## src/rtl/uart_rx.sv

```systemverilog
// 8N1 UART receiver driven by the oversample toggle from the baud generator.
// Deserialises frames from rx and hands each byte out on a valid/ready port.
module uart_rx #(
  parameter int DATA_BITS  = 8,
  parameter int OVERSAMPLE = 16
) (
  input  logic                 clk,
  input  logic                 reset_n,
  input  logic                 baud_clk,
  input  logic                 rx,
  output logic [DATA_BITS-1:0] rx_data,
  output logic                 rx_valid,
  input  logic                 rx_ready,
  output logic                 frame_err,
  output logic                 overrun,
  output logic                 busy
);

  localparam int CW = $clog2(OVERSAMPLE);
  localparam int BW = (DATA_BITS > 1) ? $clog2(DATA_BITS) : 1;
  localparam logic [CW-1:0] CNT_HALF = CW'(OVERSAMPLE / 2 - 1);
  localparam logic [CW-1:0] CNT_FULL = CW'(OVERSAMPLE - 1);
  localparam logic [BW-1:0] BIT_LAST = BW'(DATA_BITS - 1);

  typedef enum logic [1:0] {IDLE, START, DATA, STOP} state_t;

  state_t               state, state_n;
  logic                 rx_meta, rx_s;
  logic                 baud_q, tick;
  logic                 armed, armed_n;
  logic [CW-1:0]        cnt, cnt_n;
  logic [BW-1:0]        bit_idx, bit_idx_n;
  logic [DATA_BITS-1:0] shreg;
  logic                 shift_en, stop_ok, stop_bad;

  // NOTE: sequential state uses non-blocking assignments so every flop samples
  // the pre-edge value of its neighbours, which is what makes the 2-flop chain work.
  always_ff @(posedge clk) begin
    if (!reset_n) begin
      rx_meta <= 1'b1;
      rx_s    <= 1'b1;
      baud_q  <= 1'b0;
      tick    <= 1'b0;
    end else begin
      rx_meta <= rx;
      rx_s    <= rx_meta;
      baud_q  <= baud_clk;
      tick    <= baud_clk ^ baud_q;
    end
  end

  always_ff @(posedge clk) begin
    if (!reset_n) begin
      state   <= IDLE;
      armed   <= 1'b0;
      cnt     <= '0;
      bit_idx <= '0;
    end else begin
      state   <= state_n;
      armed   <= armed_n;
      cnt     <= cnt_n;
      bit_idx <= bit_idx_n;
    end
  end

  // NOTE: every output of this block gets a default first, so no path can
  // leave one unassigned and infer a latch.
  always_comb begin
    state_n   = state;
    armed_n   = armed;
    cnt_n     = cnt;
    bit_idx_n = bit_idx;
    shift_en  = 1'b0;
    stop_ok   = 1'b0;
    stop_bad  = 1'b0;
    if (tick) begin
      unique case (state)
        IDLE: begin
          if (armed && !rx_s) begin
            state_n = START;
            cnt_n   = '0;
          end else if (rx_s) begin
            armed_n = 1'b1;
          end
        end
        START: begin
          cnt_n = cnt + 1'b1;
          if (cnt == CNT_HALF) begin
            if (!rx_s) begin
              state_n   = DATA;
              cnt_n     = '0;
              bit_idx_n = '0;
            end else begin
              state_n = IDLE;
            end
          end
        end
        DATA: begin
          cnt_n = cnt + 1'b1;
          if (cnt == CNT_FULL) begin
            shift_en  = 1'b1;
            cnt_n     = '0;
            bit_idx_n = bit_idx + 1'b1;
            if (bit_idx == BIT_LAST) begin
              bit_idx_n = '0;
              state_n   = STOP;
            end
          end
        end
        STOP: begin
          cnt_n = cnt + 1'b1;
          if (cnt == CNT_FULL) begin
            // Leaving at mid-stop-bit leaves half a bit to catch a back-to-back start.
            state_n = IDLE;
            cnt_n   = '0;
            if (rx_s) begin
              stop_ok = 1'b1;
            end else begin
              stop_bad = 1'b1;
              armed_n  = 1'b0;
            end
          end
        end
        default: state_n = IDLE;
      endcase
    end
  end

  always_ff @(posedge clk) begin
    if (!reset_n) begin
      shreg     <= '0;
      rx_data   <= '0;
      rx_valid  <= 1'b0;
      frame_err <= 1'b0;
      overrun   <= 1'b0;
    end else begin
      frame_err <= stop_bad;
      overrun   <= 1'b0;
      if (shift_en) shreg <= {rx_s, shreg[DATA_BITS-1:1]};
      if (rx_valid && rx_ready) rx_valid <= 1'b0;
      if (stop_ok) begin
        // A held byte may be replaced only if it is being accepted this cycle.
        if (!rx_valid || rx_ready) begin
          rx_data  <= shreg;
          rx_valid <= 1'b1;
        end else begin
          overrun <= 1'b1;
        end
      end
    end
  end

  assign busy = (state != IDLE);

endmodule
```

## config.mk

```make
export PLATFORM = sky130hd
export DESIGN_NAME = uart_rx
export DESIGN_NICKNAME = d
export VERILOG_FILES = /design/src/rtl/uart_rx.sv
export SDC_FILE = /design/constraint.sdc
export NUM_CORES = 1
export LEC_CHECK = 0
export BUFFER_PORTS_ARGS = -buffer_cell sky130_fd_sc_hd__clkbuf_2
export CAP_MARGIN = 20
export CELL_PAD_IN_SITES_DETAIL_PLACEMENT = 1
export CELL_PAD_IN_SITES_GLOBAL_PLACEMENT = 1
export CORE_ASPECT_RATIO = 2
export CORE_MARGIN = 2
export CORE_UTILIZATION = 49
export CTS_BUF_LIST = sky130_fd_sc_hd__clkbuf_8
export DETAILED_ROUTE_END_ITERATION = 10
export GPL_TIMING_DRIVEN = 0
export PLACE_DENSITY_LB_ADDON = 0.1
export SLEW_MARGIN = 20
export SYNTH_ARGS = -nofsm -noshare
export SYNTH_HDL_FRONTEND = slang
export SYNTH_SLANG_ARGS = --single-unit
```

## constraint.sdc

```tcl
create_clock -name clk -period 2.3 [get_ports clk]
set_input_delay 0.23 -clock clk [delete_from_list [all_inputs] [get_ports clk]]
set_output_delay 0.23 -clock clk [all_outputs]
set_load 0.05 [all_outputs]
```

Word level (Yosys, flattened, before mapping)
Index checks and enable logic that the tools add are counted.
{"block": "totals", "input_bits": 5, "ff_bits": 33}
{"block": "classes", "n_mux": 34, "n_reduce_logical": 17, "n_bitwise": 1, "eq_ne": 15, "addsub": 2}
{"cell": "!= test 2 bit, second input constant", "n": 9}
{"cell": "two-way mux 1 bit", "n": 16}
{"cell": "two-way mux 4 bit", "n": 4}
{"cell": "two-way mux 2 bit", "n": 6}
{"cell": "two-way mux 3 bit", "n": 4}
{"cell": "one-hot mux 4 bit (3 select lines)", "n": 1}
{"cell": "AND reduction 6 bit", "n": 2}
{"cell": "one-hot mux 2 bit (4 select lines)", "n": 1}
{"cell": "one-hot mux 3 bit (2 select lines)", "n": 1}
{"cell": "AND reduction 2 bit", "n": 3}
{"cell": "nonzero test 2 bit", "n": 3}
{"cell": "AND reduction 5 bit", "n": 1}
{"cell": "adder 4 x 1 -> 4 bit, second input constant", "n": 1}
{"cell": "equality test 2 bit, second input constant", "n": 2}
{"cell": "equality test 4 x 3 -> 1 bit, second input constant", "n": 1}
{"cell": "equality test 4 bit, second input constant", "n": 1}
{"cell": "AND reduction 4 bit", "n": 1}
{"cell": "adder 3 x 1 -> 3 bit, second input constant", "n": 1}
{"cell": "equality test 3 bit, second input constant", "n": 1}
{"cell": "equality test 2 x 1 -> 1 bit, second input constant", "n": 1}
{"cell": "logical AND 1 bit", "n": 2}
{"cell": "zero test 1 bit", "n": 2}
{"cell": "zero test 2 bit", "n": 1}
{"cell": "one-hot mux 1 bit (2 select lines)", "n": 1}
{"cell": "3 further kinds", "n": 3}

Depth between registers and ports, before layout
{"block": "logic_depth", "word_depth": 5, "mapped_depth": 6, "depth_no_buf": 6}

Worst setup path before layout
No wires, ideal clock.
{"block": "synth_path", "path_type": "flip-flop to flip-flop", "from": "register cnt[0]", "to": "register rx_data[0]", "t_arrival_ns": 1.433, "period_less_slack_ns": 1.561, "path_stages_with_launch": 6, "required_ns": 2.172, "path_buffers": 0, "setup_ns": 0.128, "setup_slack_ns": 0.739, "cell_sequence": "dfxtp_1 -> ha_1 -> nand4_4 -> nor3_4 -> mux2i_1 -> nor2_1"}
{"block": "synth_between", "elab_chain_cells": 5}
{"element": "start, declared", "line_no": "31", "text": "logic [CW-1:0] cnt, cnt_n;"}
{"element": "start signal, assigned", "line_no": "61", "text": "cnt <= cnt_n;"}
{"element": "equality test 4 bit", "line_no": "112", "text": "if (cnt == CNT_FULL) begin"}
{"element": "two-way mux 1 bit", "line_no": "112"}
{"element": "two-way mux 1 bit", "line_no": "77", "text": "unique case (state)"}
{"element": "two-way mux 1 bit", "line_no": "76", "text": "if (tick) begin"}
{"element": "AND reduction 2 bit (no line)"}
{"element": "end signal, assigned", "line_no": "144", "text": "rx_data <= shreg;"}
{"element": "end, declared", "line_no": "11", "text": "output logic [DATA_BITS-1:0] rx_data,"}
Every way passes these cells.
A chain may end at the register's enable or synchronous reset.

Worst setup path after layout
{"block": "layout_path", "from": "register cnt[0]", "to": "register rx_data[2]"}
Same word-level chain as after synthesis.

==> flow_summary.ini <==
[route]
postRouteAntennaNets = 0
route.detailed.drc = 0
vias = 1066
firstDrtPassIters = 4
vias_per_cell = 5.47
drt_iter0_markers = 11
wirelength_um = 2940
wire_per_inst_um = 15.1

[power]
power.density_nw_per_um2 = 650
internal-power_mw = 0.819
p_seq_share_pct = 56.4
ir_drop_uv = 612
p_sw_share_pct = 20.7
combPwrFrac_pct = 2.5
p_leak_nw = 0.624
clkPwrFrac_pct = 41.1
p_switching_mw = 0.214

[layout]
drive_gt1_share_pct = 20.5
finalNetCount = 174
fin_util_pct = 58.1
regArea_um2 = 661
multi_input_area_um2 = 664
syn_to_final_growth_pct = 14.6
fillCellCount = 318
layout_commonest_cell = dfxtp_1
antennaDiodeCount = 0
mostFrequentLayoutCells = dfxtp_1, nor2_1, mux2i_1

[global_routing]
antenna_found_initial = 0
grt_pass1_wl_um = 5290
grt_usage_pct = 21.1
grt_pass1_vias = 1145
grt_max_degree = 11
grt-ovfl-total = 0

[critical_path]
crit_arrival_ps = 1990
cp-end-kind = flip-flop
crit_type = reg2reg
crit_required_ps = 2450
cp_max_fo = 8
critPathLaunchType = flip-flop

[die]
fp.dieW_um = 41.6
die_h_um = 79.2
dieArea_um2 = 3300
core_um2 = 2740
start_util_pct = 50.7
ios = 17
rows = 27

[clock_network]
post_cts_resize_count = 0
cts.root.buffer_cell = clkbuf_8
insertion_delay_ps = 280
clockBufferDepth = 2
post_cts.repair.setup_buffers = 0
cts-htree-levels = 2
clk_pin_slew_ps = 60
cts_made_buffers = 5
cts_tree = done
clock-sinks = 33
cts_hold_buf = 0

[synth]
syn_nets = 151
ys_seq_area_share_pct = 47.7
yosys_warnings = 0
synth.area.top_cells = dfxtp_1, mux2i_1, nor2_1
yosysUniqueCellTypes = 35
yosys.area.top_type_share_pct = 47.7
syn_area_um2 = 1390
syn_inst = 143
avgSynthCellArea_um2 = 9.69
synth_top_area_cell = dfxtp_1
ys_seq_elements = 33

[place]
portBuffers = 16
dpl.hpwl_um = 2200
gp_congestion = 0.725

[sta]
finalCriticalPeriod_ps = 1830
hold_viol_final = 0
finalMaxSlewViolations = 0
max_slew_margin_pct = 62.8
finalCritPeriodShare_pct = 79.7
skew_ps = 3.83
rsz0062_at_grt = no
max_slew.worst_pin.slew_ps = 557
finalSetupViolCount = 0
finalSetupTns_ps = 0
fmax_mhz = 546

[job]
maxCapViolCount = 0

[run_status]
status = finished, final reports clean

[min_path]
hold_class = in2reg
[cell usage after synthesis, drive strengths merged]
cell type and instances:
buf 4, nor2 25, nor3 4, o311ai 1, clkinv 1, nand3 3
nand4 1, inv 2, a21oi 5, nor2b 2, nand3b 2, or4 1
a32oi 1, and3 1, nand2 13, xnor2 1, nand4b 2, clkbuf 3
nand2b 3, or3 3, a31oi 1, o21ai 4, o221a 1, xor2 1
or3b 1, dfxtp 33, and2 1, ha 3, mux2i 19, or2 1
[cells by family after synthesis]
logic type	count (synthesis)	share of synthesized area [%]
AOI/OAI and AO/OA	13	6.05
xor gates and xnor gates	2	1.26
adders and majority gates	3	2.71
buffers and inverters	10	4.42
DFF	33	47.7
muxes	19	13.7
and+or+nand+nor	63	24.2
[layout make-up]
type                       count  area share, %
buffer                         7           2.83
sequential                    33           41.6
clock inverter                 1          0.236
tap                           29           2.28
multi-input combinational    100           41.8
inverter                       3           1.02
timing repair buffer          16           5.04
clock buffer                   6           5.20
[worst paths after layout]
| kind | cells past startpoint | start | slack, ps | end |
|---|---|---|---|---|
| setup / recovery | 5 | cnt[0]$_SDFFE_PN0P_ | 470 | rx_data[2]$_SDFFE_PN0P_ |
| hold / removal | 2 | rx | 140 | rx_meta$_SDFF_PN1_ |
| setup reg to reg | 5 | cnt[0]$_SDFFE_PN0P_ | 470 | rx_data[2]$_SDFFE_PN0P_ |
| hold reg to reg | 1 | rx_meta$_SDFF_PN1_ | 410 | rx_s$_SDFF_PN1_ |
[state kept, by name (all words and copies together), names as in the netlist, 3 cells and up, named ones only]
register,flops
cnt,4
rx_data,8
bit_idx,3
shreg,8
[routing by layer]
layer / part of all wire [%] / routed length [um] / GRT usage [%]
met1: 38 / 1130 / 23.0
met2: 57 / 1660 / 37.7
met3: 2.7 / 78 / 4.77
met4: 2.2 / 66 / 9.68
met5: 0 / 0 / 0
[critical path, stage by stage (launching register included)]
cell	delay, ps
dfxtp_1	370
ha_1	330
nand4_4	170
nor3_4	510
mux2i_1	270
nor2_1	50
[through the flow]
stage	power, mW	instances	hold slack (ps)	setup WS (ps)	area [um2]
after floorplan	0.611	143	331	739	1390
after global routing	1.07	195	148	317	1590
after CTS	1.05	195	140	418	1590
after global placement	0.620	188	396	562	1500
final	1.03	195	141	467	1590
after detailed placement	0.622	188	398	455	1500
[power groups by stage]
stage                     logic (mW)  registers, mW  clock network [mW]
final                         0.0259          0.583               0.424
after global placement        0.0247          0.595                   0
after floorplan               0.0170          0.594                   0
after global routing          0.0297          0.584               0.455
after detailed placement      0.0264          0.595                   0
after CTS                     0.0268          0.583               0.436
No activity file was read; power rests on OpenSTA's default activity.
